**src/rtl/sdram_dl_port.sv**
```systemverilog
// -----------------------------------------------------------------------------
// sdram_dl_port
//
// Upstream feeder for SDRAM controller port C (the IO-controller port).
// Download bytes are buffered in a small FIFO and each one is turned into an
// edge-triggered port-C write using the weC/ackC toggle handshake. Single-byte
// readback requests are serviced through oeC. Every request is followed by a
// guaranteed low gap so the controller, which samples the request levels only
// once per access slot, always sees a fresh rising edge.
//
// Parameters:
//   DEPTH   - write FIFO entries (power of two, >= 2)
//   MIN_LOW - cycles weC/oeC stay low after each ack (>= controller access 7)
//   BASE    - byte offset added to dl_addr and rd_addr, modulo 2^25
//
// Ports:
//   clk, reset          - system clock, synchronous active-high reset
//   dl_wr/dl_addr/dl_data - download byte strobe, address, data
//   rd_req/rd_addr      - readback request strobe and address
//   rd_data/rd_valid    - readback byte and its one-cycle valid pulse
//   busy                - work outstanding (FIFO, FSM or pending read)
//   full                - FIFO holds DEPTH entries
//   overflow            - sticky: a download byte was dropped
//   addrC/weC/dinC/oeC  - port-C request side
//   doutC/ackC          - port-C read data and access-complete toggle
// -----------------------------------------------------------------------------
module sdram_dl_port #(
  parameter int          DEPTH   = 4,
  parameter int          MIN_LOW = 8,
  parameter logic [24:0] BASE    = 25'h0
) (
  input  logic        clk,
  input  logic        reset,
  input  logic        dl_wr,
  input  logic [24:0] dl_addr,
  input  logic [7:0]  dl_data,
  input  logic        rd_req,
  input  logic [24:0] rd_addr,
  output logic [7:0]  rd_data,
  output logic        rd_valid,
  output logic        busy,
  output logic        full,
  output logic        overflow,
  output logic [24:0] addrC,
  output logic        weC,
  output logic [7:0]  dinC,
  output logic        oeC,
  input  logic [7:0]  doutC,
  input  logic        ackC
);

  localparam int AW = $clog2(DEPTH);
  localparam int PW = AW + 1;
  localparam int CW = $clog2(MIN_LOW + 1);
  localparam logic [CW-1:0] LOW_INIT = CW'(MIN_LOW);

  typedef enum logic [1:0] {
    IDLE  = 2'd0,
    REQ_W = 2'd1,
    REQ_R = 2'd2,
    GAP   = 2'd3
  } state_t;

  state_t        state_q, state_d;
  logic [CW-1:0] cnt_q, cnt_d;
  logic [PW-1:0] wr_ptr_q, wr_ptr_d;
  logic [PW-1:0] rd_ptr_q, rd_ptr_d;
  logic [32:0]   mem_q [DEPTH];
  logic          rd_pend_q, rd_pend_d;
  logic [24:0]   rd_addr_q, rd_addr_d;
  logic          ack_ref_q, ack_ref_d;
  logic          overflow_q, overflow_d;
  logic [24:0]   addr_q, addr_d;
  logic [7:0]    din_q, din_d;
  logic          we_q, we_d;
  logic          oe_q, oe_d;
  logic [7:0]    rd_data_q, rd_data_d;
  logic          rd_valid_q, rd_valid_d;

  logic          empty;
  logic          full_int;
  logic          push;
  logic          pop;
  logic          issue_rd;
  logic          ack_evt;
  logic [32:0]   head;

  // FIFO status from the pointers; the extra MSB distinguishes full from empty.
  always_comb begin
    empty    = (wr_ptr_q == rd_ptr_q);
    full_int = (wr_ptr_q[AW] != rd_ptr_q[AW]) &&
               (wr_ptr_q[AW-1:0] == rd_ptr_q[AW-1:0]);
    head     = mem_q[rd_ptr_q[AW-1:0]];
    // full is judged before any same-cycle pop, so a push into a full FIFO drops.
    push     = dl_wr && !full_int;
    ack_evt  = (ackC != ack_ref_q);
  end

  // Request FSM next-state and port-C output logic.
  always_comb begin
    state_d    = state_q;
    cnt_d      = cnt_q;
    we_d       = we_q;
    oe_d       = oe_q;
    addr_d     = addr_q;
    din_d      = din_q;
    rd_data_d  = rd_data_q;
    rd_valid_d = 1'b0;
    pop        = 1'b0;
    issue_rd   = 1'b0;
    case (state_q)
      IDLE: begin
        // Writes win over a pending read.
        if (!empty) begin
          pop     = 1'b1;
          addr_d  = head[32:8];
          din_d   = head[7:0];
          we_d    = 1'b1;
          state_d = REQ_W;
        end else if (rd_pend_q) begin
          issue_rd = 1'b1;
          addr_d   = rd_addr_q;
          oe_d     = 1'b1;
          state_d  = REQ_R;
        end else begin
          state_d = IDLE;
        end
      end
      REQ_W: begin
        if (ack_evt) begin
          we_d    = 1'b0;
          cnt_d   = LOW_INIT;
          state_d = GAP;
        end else begin
          state_d = REQ_W;
        end
      end
      REQ_R: begin
        if (ack_evt) begin
          rd_data_d  = doutC;
          rd_valid_d = 1'b1;
          oe_d       = 1'b0;
          cnt_d      = LOW_INIT;
          state_d    = GAP;
        end else begin
          state_d = REQ_R;
        end
      end
      GAP: begin
        // Low hold so the controller samples a low level before the next edge.
        if (cnt_q == {CW{1'b0}}) begin
          state_d = IDLE;
        end else begin
          cnt_d = cnt_q - CW'(1);
        end
      end
      default: begin
        state_d = GAP;
        cnt_d   = LOW_INIT;
        we_d    = 1'b0;
        oe_d    = 1'b0;
      end
    endcase
  end

  // Pointer, pending-read, ack-reference and overflow next values.
  always_comb begin
    wr_ptr_d   = wr_ptr_q + PW'(push);
    rd_ptr_d   = rd_ptr_q + PW'(pop);
    overflow_d = overflow_q | (dl_wr & full_int);
    // A new request landing in the issue cycle re-arms the pending read.
    if (rd_req) begin
      rd_pend_d = 1'b1;
      rd_addr_d = rd_addr + BASE;
    end else if (issue_rd) begin
      rd_pend_d = 1'b0;
      rd_addr_d = rd_addr_q;
    end else begin
      rd_pend_d = rd_pend_q;
      rd_addr_d = rd_addr_q;
    end
    // Reference is frozen while a request is open; stray toggles elsewhere are absorbed.
    if ((state_q == REQ_W) || (state_q == REQ_R)) begin
      ack_ref_d = ack_ref_q;
    end else begin
      ack_ref_d = ackC;
    end
  end

  // FIFO storage; data only, no reset needed.
  always_ff @(posedge clk) begin
    if (push) begin
      mem_q[wr_ptr_q[AW-1:0]] <= {dl_addr + BASE, dl_data};
    end
  end

  // State and output registers with synchronous reset.
  always_ff @(posedge clk) begin
    if (reset) begin
      state_q    <= GAP;
      cnt_q      <= LOW_INIT;
      wr_ptr_q   <= {PW{1'b0}};
      rd_ptr_q   <= {PW{1'b0}};
      rd_pend_q  <= 1'b0;
      rd_addr_q  <= 25'h0;
      ack_ref_q  <= 1'b0;
      overflow_q <= 1'b0;
      addr_q     <= 25'h0;
      din_q      <= 8'h00;
      we_q       <= 1'b0;
      oe_q       <= 1'b0;
      rd_data_q  <= 8'h00;
      rd_valid_q <= 1'b0;
    end else begin
      state_q    <= state_d;
      cnt_q      <= cnt_d;
      wr_ptr_q   <= wr_ptr_d;
      rd_ptr_q   <= rd_ptr_d;
      rd_pend_q  <= rd_pend_d;
      rd_addr_q  <= rd_addr_d;
      ack_ref_q  <= ack_ref_d;
      overflow_q <= overflow_d;
      addr_q     <= addr_d;
      din_q      <= din_d;
      we_q       <= we_d;
      oe_q       <= oe_d;
      rd_data_q  <= rd_data_d;
      rd_valid_q <= rd_valid_d;
    end
  end

  assign addrC    = addr_q;
  assign dinC     = din_q;
  assign weC      = we_q;
  assign oeC      = oe_q;
  assign rd_data  = rd_data_q;
  assign rd_valid = rd_valid_q;
  assign overflow = overflow_q;
  assign full     = full_int;
  assign busy     = !empty || (state_q != IDLE) || rd_pend_q;

endmodule

```
**config.mk**
```make
export PLATFORM = sky130hd
export DESIGN_NAME = sdram_dl_port
export DESIGN_NICKNAME = d
export VERILOG_FILES = /design/src/rtl/sdram_dl_port.sv
export SDC_FILE = /design/constraint.sdc
export NUM_CORES = 1
export LEC_CHECK = 0
export CAP_MARGIN = 20
export CORE_ASPECT_RATIO = 1.5
export CORE_MARGIN = 2
export CORE_UTILIZATION = 47
export CTS_CLUSTER_DIAMETER = 60
export DETAILED_ROUTE_END_ITERATION = 12
export PLACE_DENSITY = 0.75
export SYNTH_ARGS = -nofsm -noshare
export SYNTH_HDL_FRONTEND = slang
export SYNTH_SLANG_ARGS = --single-unit
```
**constraint.sdc**
```tcl
create_clock -name clk -period 5.7 [get_ports clk]
set_clock_uncertainty 0.2 [all_clocks]
set_input_delay 1.14 -clock clk [delete_from_list [all_inputs] [get_ports clk]]
set_output_delay 1.14 -clock clk [all_outputs]
set_load 0.005 [all_outputs]
```
==> results of run 1 <==
-- layout by cell type (no fill, tap or decap), types with 2 or more instances in the layout --
master and instances:
nor2_1 54, mux4_2 33, xnor2_1 6, clkbuf_16 21, clkdlybuf4s50_1 115, dfxtp_2 2, o21ai_0 2, nand2b_1 3
nand3_1 19, nor2_2 5, buf_4 6, nand2_1 69, ha_1 10, a311oi_2 25, nor3_1 2, clkinv_1 2
nor3b_2 2, clkinv_2 2, dfxtp_1 82, bufinv_16 3, clkbuf_1 3, edfxtp_1 132, a21oi_1 23, inv_1 10
xor2_2 2, nor2b_1 6, mux2i_1 26, a221o_1 4, clkinvlp_4 3
-- area by class of cell --
class,count,area [µm²]
Sequential cell,216,5650
Clock buffer,25,551
Fill cell,1409,7390
Clock inverter,11,139
Timing Repair Buffer,122,1200
Tap cell,217,272
Multi-Input combinational cell,308,2630
Inverter,10,37.5
-- worst max-delay path by stage --
stage	startpoint	endpoint	slack [ps]	depth (start not counted)
after floorplan	dl_wr	mem_q[2][0]	1310	2
after global placement	rd_ptr_q[1]	full	2280	3
after detailed placement	rd_ptr_q[1]	full	2250	3
after CTS	rd_ptr_q[1]	full	1710	3
after global routing	rd_ptr_q[1]	full	1610	3
final	rd_ptr_q[1]	full	1740	3
-- per-stage QoR --
step	power, mW	instance area [µm²]	setup WS, ps	utilization	cells
after floorplan	2.33	8510	1310	-	570
after global placement	2.54	9790	2280	0.548	873
after global routing	4.09	10500	1610	0.586	909
after CTS	3.96	10500	1710	0.586	909
after detailed placement	2.57	9790	2250	0.548	873
final	3.92	10500	1740	0.586	909
-- state kept, by name (all words and copies together) (netlist names), 2 cells and up --
name and cells:
mem_q 132, dinC 8, cnt_q 4, rd_ptr_q 3, addrC 25, state_q 2
rd_addr_q 25, wr_ptr_q 3, rd_data 8
-- critical path, delay by kind of cell, from the launching register on --
kind / cells / cell delay (ps)
buf+inv: 1 / 570
simple gates: 1 / 330
flops: 1 / 1020
xor+xnor: 1 / 200
-- routing by layer --
layer,share of wire,GRT usage
met3,0.047,0.0229
met4,0.027,0.0642
met5,0,0
met2,0.54,0.328
met1,0.39,0.223
-- where the power goes --
| group | switching, mW | internal [mW] | leakage [nW] | total, mW |
|---|---|---|---|---|
| sequential | 0.0673 | 1.78 | 1.90 | 1.85 |
| clock | 0.559 | 0.825 | 0.327 | 1.38 |
| combinational | 0.369 | 0.319 | 1.29 | 0.688 |
| total | 0.996 | 2.93 | 3.52 | 3.92 |
-- kinds of logic (layout without fill, tap and decap cells) --
group           Yosys count  in the layout  share of synthesized area
flops                   216            216                      0.663
fa+ha+maj                10             10                     0.0147
simple gates            167            167                     0.0857
buf+inv                  46            168                     0.0300
xor+xnor                 10             10                     0.0143
compound gates           62             62                     0.0742
mux                      59             59                      0.118
==> results.md, run 1 <==
* Clock-pin slew of the registers on the worst-case setup and hold paths at 70 ps
* Mapped Area at 8510 µm²
* Area of the core at 17900 µm²
* Initial Util at 0.476
* Critical R2R Launch: rd_ptr_q[1]
* CP arrival at 2620 ps
* Input/output buffers at 117
* Synthesis-to-layout area growth at 23.1%
* Sequential fraction of the synthesis area at 0.663
* Root Buffer: clkbuf_16
* Routed vias/inst at 5.46
* Fin nets at 759
* First-pass GRT wire length at 27500 µm
* Pin count of the biggest net entering global routing at 85
* Hold Slack at 259 ps
* Max_cap viols at 0
* CP Max Fanout at 36
* Number of synthesized flops with an enable pin at 132
* Worst path required time at 4360 ps
* Routability Congestion at 0.733
* Setup Crit Path Kind: flop to output port
* Syn_area_per_cell at 14.9 µm²
* Run status: finished, final reports clean
* WL final at 17200 µm
* Ant. Diodes at 0
* CTS tree: built
* Pleak at 3.52 nW
* Most instantiated cells after synthesis: edfxtp_1, dfxtp_1, nand2_1
* Fmax at 253 MHz
* Final Critical Period at 3960 ps
* Post_cts resized at 0
* Yosys warning total at 0
* Die area at 19200 µm²
* Clock buffer depth at 3
* Power density over cell area at 374 nW/µm²
* Synthesized flop and latch total at 216
* Critical Path Source Type: flop
* Fin. Hold Viols at 0
* Number of global-route vias before repair at 5230
* Worst hold path type: flop to flop
* Hold-fix buffers at CTS at 0
* Hold Crit Start: dinC[0]
* Starting DRC count in detailed routing at 328
* Gate Count Post-Synth at 570
* Crit end category: output port
* Sink Count at 216
* Layout cells sized above 1 at 0.168
* Initial antenna violation count at 0
* Worst-Margin Slew at 1040 ps
* Synth area leader: edfxtp_1
* Postcts setup bufs at 0
* Worst Hold Depth at 2
* Max VDD drop at 0.264 mV
* Asr flop ratio synth at 0
* Syn Nets at 651
* Total GRT Usage at 0.181
* Rows at 60
* R2R setup slack at 2570 ps
* CTS H-tree lvls at 1
* Slew Limit Fails at 0
* Final setup fails at 0
* Setup TNS at 0 ps
* CTS Buf Count at 20
* RSZ-0062 raised after global routing: false
* Total number of vias at 4966
* Fin crit share at 0.695
* # IOs at 118
* Gr ovfl total at 0
* Final ANT Viol Nets at 0
* Synth top area cells: edfxtp_1, dfxtp_1, mux4_2
* Residual DRC at 0
* R2r worst-path depth at 5
* Die height at 169 µm
* Detailed placement HPWL at 11000 µm
* Crit-path cells: xor2_4 > nor3_1 > clkdlybuf4s50_1
* WL/cell at 18.9 µm
* Reg-to-Reg End: mem_q[3][21]
* Die Wd at 114 µm
* Worst min-delay path endpoint: dinC[0]
* Share of the synthesized area in the top cell type at 0.466
* Max incr delay on CP at 1020 ps
* Later-pin clock latency in the skew report at 490 ps
* Synth cell types at 40
* Slowest cell on the critical path: dfxtp_2
* Detailed Routing Iterations Pass 1 at 4
* Slew headroom at 0.304
* Synth Flop Type: edfxtp_1
* Most frequent cell after synthesis: edfxtp_1
Power figures use the tool's default switching activity.
==> inputs of run 2 (changes only) <==
- clock period: 5.7 -> 3.8 ns (I/O delays scaled with it)
==> results.md, run 2 (synthesis gave the netlist of run 1 again) <==
* Fin. Hold Viols at 0 (unchanged)
* Min setup slack post-route at 638 ps (-1100 ps)
* Setup Crit Path Kind: flop to output port
* Fmax at 316 MHz
* CP arrival at 2200 ps (-420 ps)
* Hold Crit Start: dinC[6]
* Max_cap viols at 0 (unchanged)
* Initial Util at 0.476 (unchanged)
* Layout cells sized above 1 at 0.165 (-0.00313)
* Commonest non-fill, non-tap cell in the layout: edfxtp_1
* Clock-pin slew of the registers on the worst-case setup and hold paths at 60 ps (about the same)
* Ant. Diodes at 0 (unchanged)
* Clock Power Share at 0.334 (-0.019)
* Postcts setup bufs at 0 (unchanged)
* Switch Pwr at 1.48 mW (+49%)
* Placed instance area at 9790 µm² (about the same)
* Sink Count at 216 (unchanged)
* Power density over cell area at 550 nW/µm² (+47%)
* R2R setup slack at 1020 ps (-1550 ps)
* Place WS at 797 ps (-1450 ps)
* Pin count of the biggest net entering global routing at 85 (unchanged)
* First-pass GRT wire length at 27400 µm (-0.43%)
* Detailed placement HPWL at 11300 µm (+3.2%)
* Starting DRC count in detailed routing at 324 (-1.2%)
* Post_cts resized at 0 (unchanged)
* RSZ-0062 raised after global routing: false
* Final setup fails at 0 (unchanged)
* Placed insts at 874 (+0.11%)
* Fin cells at 910 (+0.11%)
* Slew headroom at 0.331 (+0.0262)
* Residual DRC at 0 (unchanged)
* Die Wd at 114 µm (unchanged)
* Run status: finished, final reports clean
* Detailed Routing Iterations Pass 1 at 5 (+1)
* WL/cell at 19.0 µm (+0.74%)
* Sw Share at 0.259 (+0.00488)
* Fillers at 1392 (-1.2%)
* Die area at 19200 µm² (unchanged)
* Total GRT Usage at 0.181 (about the same)
* CTS tree: built
* Finished Core Util at 0.583 (-0.00336)
* Routability Congestion at 0.749 (+2.1%)
* Fin area at 10400 µm² (-0.57%)
* Share of power burned in registers at 0.485 (+0.013)
* Total number of vias at 4952 (-0.28%)
* Critical Path Source Type: flop
* Hold-fix buffers at CTS at 0 (unchanged)
* Largest register FFs at 132 (unchanged)
* # IOs at 118 (unchanged)
* Rows at 60 (unchanged)
* Input/output buffers at 117 (unchanged)
* Reg-to-Reg End: oeC
* CP Max Fanout at 18 (-50%)
* Critical R2R Launch: rd_ptr_q[0]
* Fin crit share at 0.832
* Later-pin clock latency in the skew report at 490 ps (about the same)
* Pleak at 3.50 nW (-0.54%)
* Commonest non-fill, non-tap cells in the layout: edfxtp_1, clkdlybuf4s50_1, dfxtp_1, nand2_1, nor2_1
* Die height at 169 µm (unchanged)
* Number of global-route vias before repair at 5200 (-0.57%)
* CTS Buf Count at 21 (+5.0%)
* Gr ovfl total at 0 (unchanged)
* Final ANT Viol Nets at 0 (unchanged)
* Int Pwr at 4.24 mW (+45%)
* CTS H-tree lvls at 1 (unchanged)
* Crit end category: output port
* Fin nets at 761 (+0.26%)
* Slew Limit Fails at 0 (unchanged)
* WL final at 17300 µm (+0.86%)
* Worst min-delay path endpoint: dinC[6]
* Routed vias/inst at 5.44 (-0.39%)
* Worst hold path type: flop to flop
* Clock buffer depth at 3 (unchanged)
* Max VDD drop at 0.336 mV (+27%)
* R2r worst-path depth at 5 (unchanged)
* Combinational power share at 0.181 (+0.006)
* Synthesis-to-layout area growth at 22.4%
* Area of the core at 17900 µm² (unchanged)
* Worst-Margin Slew at 1000 ps (-39.4 ps)
* Worst Hold Depth at 2 (unchanged)
* Worst path required time at 2840 ps (-1520 ps)
* Root Buffer: clkbuf_16
* Initial antenna violation count at 0 (unchanged)
* Final Critical Period at 3160 ps
-- run 2: layer usage --
layer | share of wire | global-route usage | routed length (µm) | up-vias
met5 | 0 | 0 | 0 | -
met4 | 0.029 | 0.0636 | 508 | 0
met3 | 0.034 | 0.0247 | 597 | 35
met2 | 0.52 | 0.324 | 9060 | 114
met1 | 0.41 | 0.225 | 7160 | 2461
li1 | - | - | - | 2342
-- run 2: worst max-delay path, cell delays in order (launching register included) --
cell and delay, ps:
dfxtp_1 350, inv_1 90, ha_1 600, nand3_1 190, clkdlybuf4s50_1 490
-- run 2: how the worst max path moves through the flow --
stage	start	endpoint
after global placement	ackC	state_q[0]
after global routing	state_q[0]	busy
after floorplan	rd_ptr_q[0]	mem_q[2][0]
after detailed placement	ackC	rd_data[3]
final	state_q[1]	busy
after CTS	state_q[0]	busy
-- run 2: final cells by class --
cell class	instances	area [µm²]	share of cell area
clock buffer	28	552	0.0530
clock inverter	8	70.1	0.00673
inverter	10	37.5	0.00360
multi-input combinational	308	2630	0.252
sequential	216	5650	0.542
tap	217	272	0.0261
timing repair buffer	123	1210	0.116
-- run 2: metrics by stage --
stage	setup TNS (ps)	hold slack [ps]	power (mW)
2_1_floorplan	-36040	246	3.49
3_3_place_gp	0	249	3.81
3_5_place_dp	0	251	3.86
4_1_cts	0	260	5.78
5_1_grt	0	272	5.97
6_report	0	260	5.73
-- run 2: power groups by stage --
| stage | Combinational, mW | Sequential, mW | Clock, mW |
|---|---|---|---|
| after floorplan | 0.682 | 2.81 | 0 |
| after global placement | 0.996 | 2.81 | 0 |
| after detailed placement | 1.04 | 2.83 | 0 |
| after CTS | 1.04 | 2.78 | 1.96 |
| after global routing | 1.13 | 2.79 | 2.05 |
| final | 1.03 | 2.78 | 1.91 |
==> inputs of run 3 (changes only) <==
- clock period: 3.8 -> 3 ns (I/O delays scaled with it)
==> results.md, run 3 (synthesis gave the netlist of run 1 again) <==
* Power density over cell area at 697 nW/µm² (+27%)
* Fmax at 358 MHz
* Commonest non-fill, non-tap cells in the layout: edfxtp_1, clkdlybuf4s50_1, dfxtp_1, nand2_1, nor2_1
* Int Pwr at 5.45 mW (+29%)
* GRT met1 Usage at 0.221 (-0.00417)
* Die area at 19200 µm² (unchanged)
* Root Buffer: clkbuf_16
* Hold Crit Start: rd_data[5]
* Critical Path Source Type: flop
* Crit end category: output port
* Die height at 169 µm (unchanged)
* Detailed placement HPWL at 11400 µm (+0.63%)
* Sw Share at 0.262 (+0.00304)
* GRT busiest layer: met2
* WL/cell at 18.8 µm (-1.4%)
* Later-pin clock latency in the skew report at 490 ps (about the same)
* Fin. Hold Viols at 0 (unchanged)
* RSZ-0062 raised after global routing: false
* Worst hold path type: flop to flop
* Synthesis-to-layout area growth at 24.5%
* Fin nets at 767 (+0.79%)
* # IOs at 118 (unchanged)
* Critical R2R Launch: wr_ptr_q[0]
* Fin crit share at 0.930
* Slew Limit Fails at 0 (unchanged)
* Grt met2 use at 0.313 (-0.0109)
* Input/output buffers at 117 (unchanged)
* Detailed Routing Iterations Pass 1 at 5 (unchanged)
* Total GRT Usage at 0.176 (-0.00487)
* Clock buffer depth at 3 (unchanged)
* Met3 GRT Util at 0.0265 (+0.00179)
* Combinational power share at 0.182 (about the same)
* Setup Crit Path Kind: flop to output port
* Max VDD drop at 0.361 mV (+7.5%)
* Reg-to-Reg End: mem_q[3][11]
* Clock Power Share at 0.342 (+0.008)
* WL final at 17300 µm (-0.42%)
* Setup TNS at 0 ps (unchanged)
* Share of power burned in registers at 0.476 (-0.009)
* Largest register FFs at 132 (unchanged)
* Initial antenna violation count at 1 (+1)
* Area of the core at 17900 µm² (unchanged)
* Pin count of the biggest net entering global routing at 54 (-36%)
* Commonest non-fill, non-tap cell in the layout: edfxtp_1
* Pleak at 3.57 nW (+1.9%)
* R2r worst-path depth at 6 (+1)
* CTS tree: built
* Residual DRC at 0 (unchanged)
* First-pass GRT wire length at 26600 µm (-2.9%)
* Max_cap viols at 0 (unchanged)
* Routed vias/inst at 5.43 (-0.14%)
* Final setup fails at 0 (unchanged)
* Final ANT Viol Nets at 0 (unchanged)
* Final Critical Period at 2790 ps
* Clock-pin slew of the registers on the worst-case setup and hold paths at 60 ps (about the same)
* Initial Util at 0.476 (unchanged)
* CP arrival at 1990 ps (-210 ps)
* CP Launch Point: wr_ptr_q[1]
* Postcts setup bufs at 0 (unchanged)
* Total number of vias at 4994 (+0.85%)
* Slew headroom at 0.462 (+0.132)
* Starting DRC count in detailed routing at 425 (+31%)
* Number of global-route vias before repair at 5099 (-1.9%)
* Sink Count at 216 (unchanged)
* Switch Pwr at 1.93 mW (+31%)
* Routability Congestion at 0.783 (+4.5%)
* R2R setup slack at 510 ps (-510 ps)
* Worst-Margin Slew at 807 ps (-197 ps)
* Finished Core Util at 0.593 (+0.0103)
* Run status: finished, final reports clean
* CP Max Fanout at 7 (-11)
* Worst path required time at 2200 ps (-640 ps)
* Gr ovfl total at 0 (unchanged)
* CTS Buf Count at 21 (unchanged)
* Rows at 60 (unchanged)
* Die Wd at 114 µm (unchanged)
* Layout cells sized above 1 at 0.181 (+0.0167)
* CTS H-tree lvls at 1 (unchanged)
* Worst setup path endpoint: full
[run 3: cell types whose count changed in the layout (fill, tap and decap cells not counted), moves of 2 or more]
cell and change:
buf_12 +6, clkbuf_1 -2, clkinv_4 +2, dfxtp_1 -2, dfxtp_2 +2, nor3b_2 -2
nor3b_4 +2
[run 3: per-layer routing]
| layer | up-vias | wire length (µm) |
|---|---|---|
| met5 | - | 0 |
| met4 | 0 | 458 |
| met3 | 28 | 826 |
| met2 | 127 | 9040 |
| met1 | 2493 | 6930 |
| li1 | 2346 | - |
[run 3: cell type report]
cell class,count,area (µm²)
clock inverters,11,101
well taps,217,272
flip-flops and latches,216,5650
repair buffers,129,1330
inverters,10,37.5
diodes,1,2.50
clock buffers,27,558
multi-input cells,308,2650
fillers,1324,7270
[run 3: repair_timing]
item | in CTS | in global routing
resized for setup | 0 | 3
setup endpoints to repair | 0 | 2
endpoints found under the hold margin | 0 | 0
hold buffers | 0 | 0
[run 3: how the worst min path moves through the flow]
| stage | endpoint | slack, ps | cells after the start |
|---|---|---|---|
| floorplan | cnt_q[0] | 250 | 2 |
| global placement | dinC[0] | 240 | 2 |
| detailed placement | dinC[0] | 250 | 2 |
| CTS | dinC[0] | 260 | 2 |
| global route | rd_data[2] | 280 | 2 |
| finish | rd_data[5] | 260 | 2 |
[run 3: worst max-delay path: stages, from the launching register on]
cell and delay (ps):
dfxtp_2 490, xor2_4 140, nor3_1 300, clkdlybuf4s50_1 570
[run 3: power groups by stage]
stage               Combinational (mW)  Clock (mW)  Sequential (mW)
floorplan                        0.865           0             3.55
global placement                  1.30           0             3.56
detailed placement                1.35           0             3.58
CTS                               1.36        2.57             3.52
global route                      1.47        2.70             3.54
finish                            1.34        2.53             3.52
[run 3: metrics by stage]
stage          total power, mW  hold WS, ps  instances  worst slack [ps]  instance area, µm²
2_1_floorplan             4.42          246        570              -115                8530
3_3_place_gp              4.86          245        880               411                9930
3_5_place_dp              4.93          250        880               386                9930
4_1_cts                   7.45          259        918              2.78               10600
5_1_grt                   7.71          284        919               132               10600
6_report                  7.39          258        919               210               10600
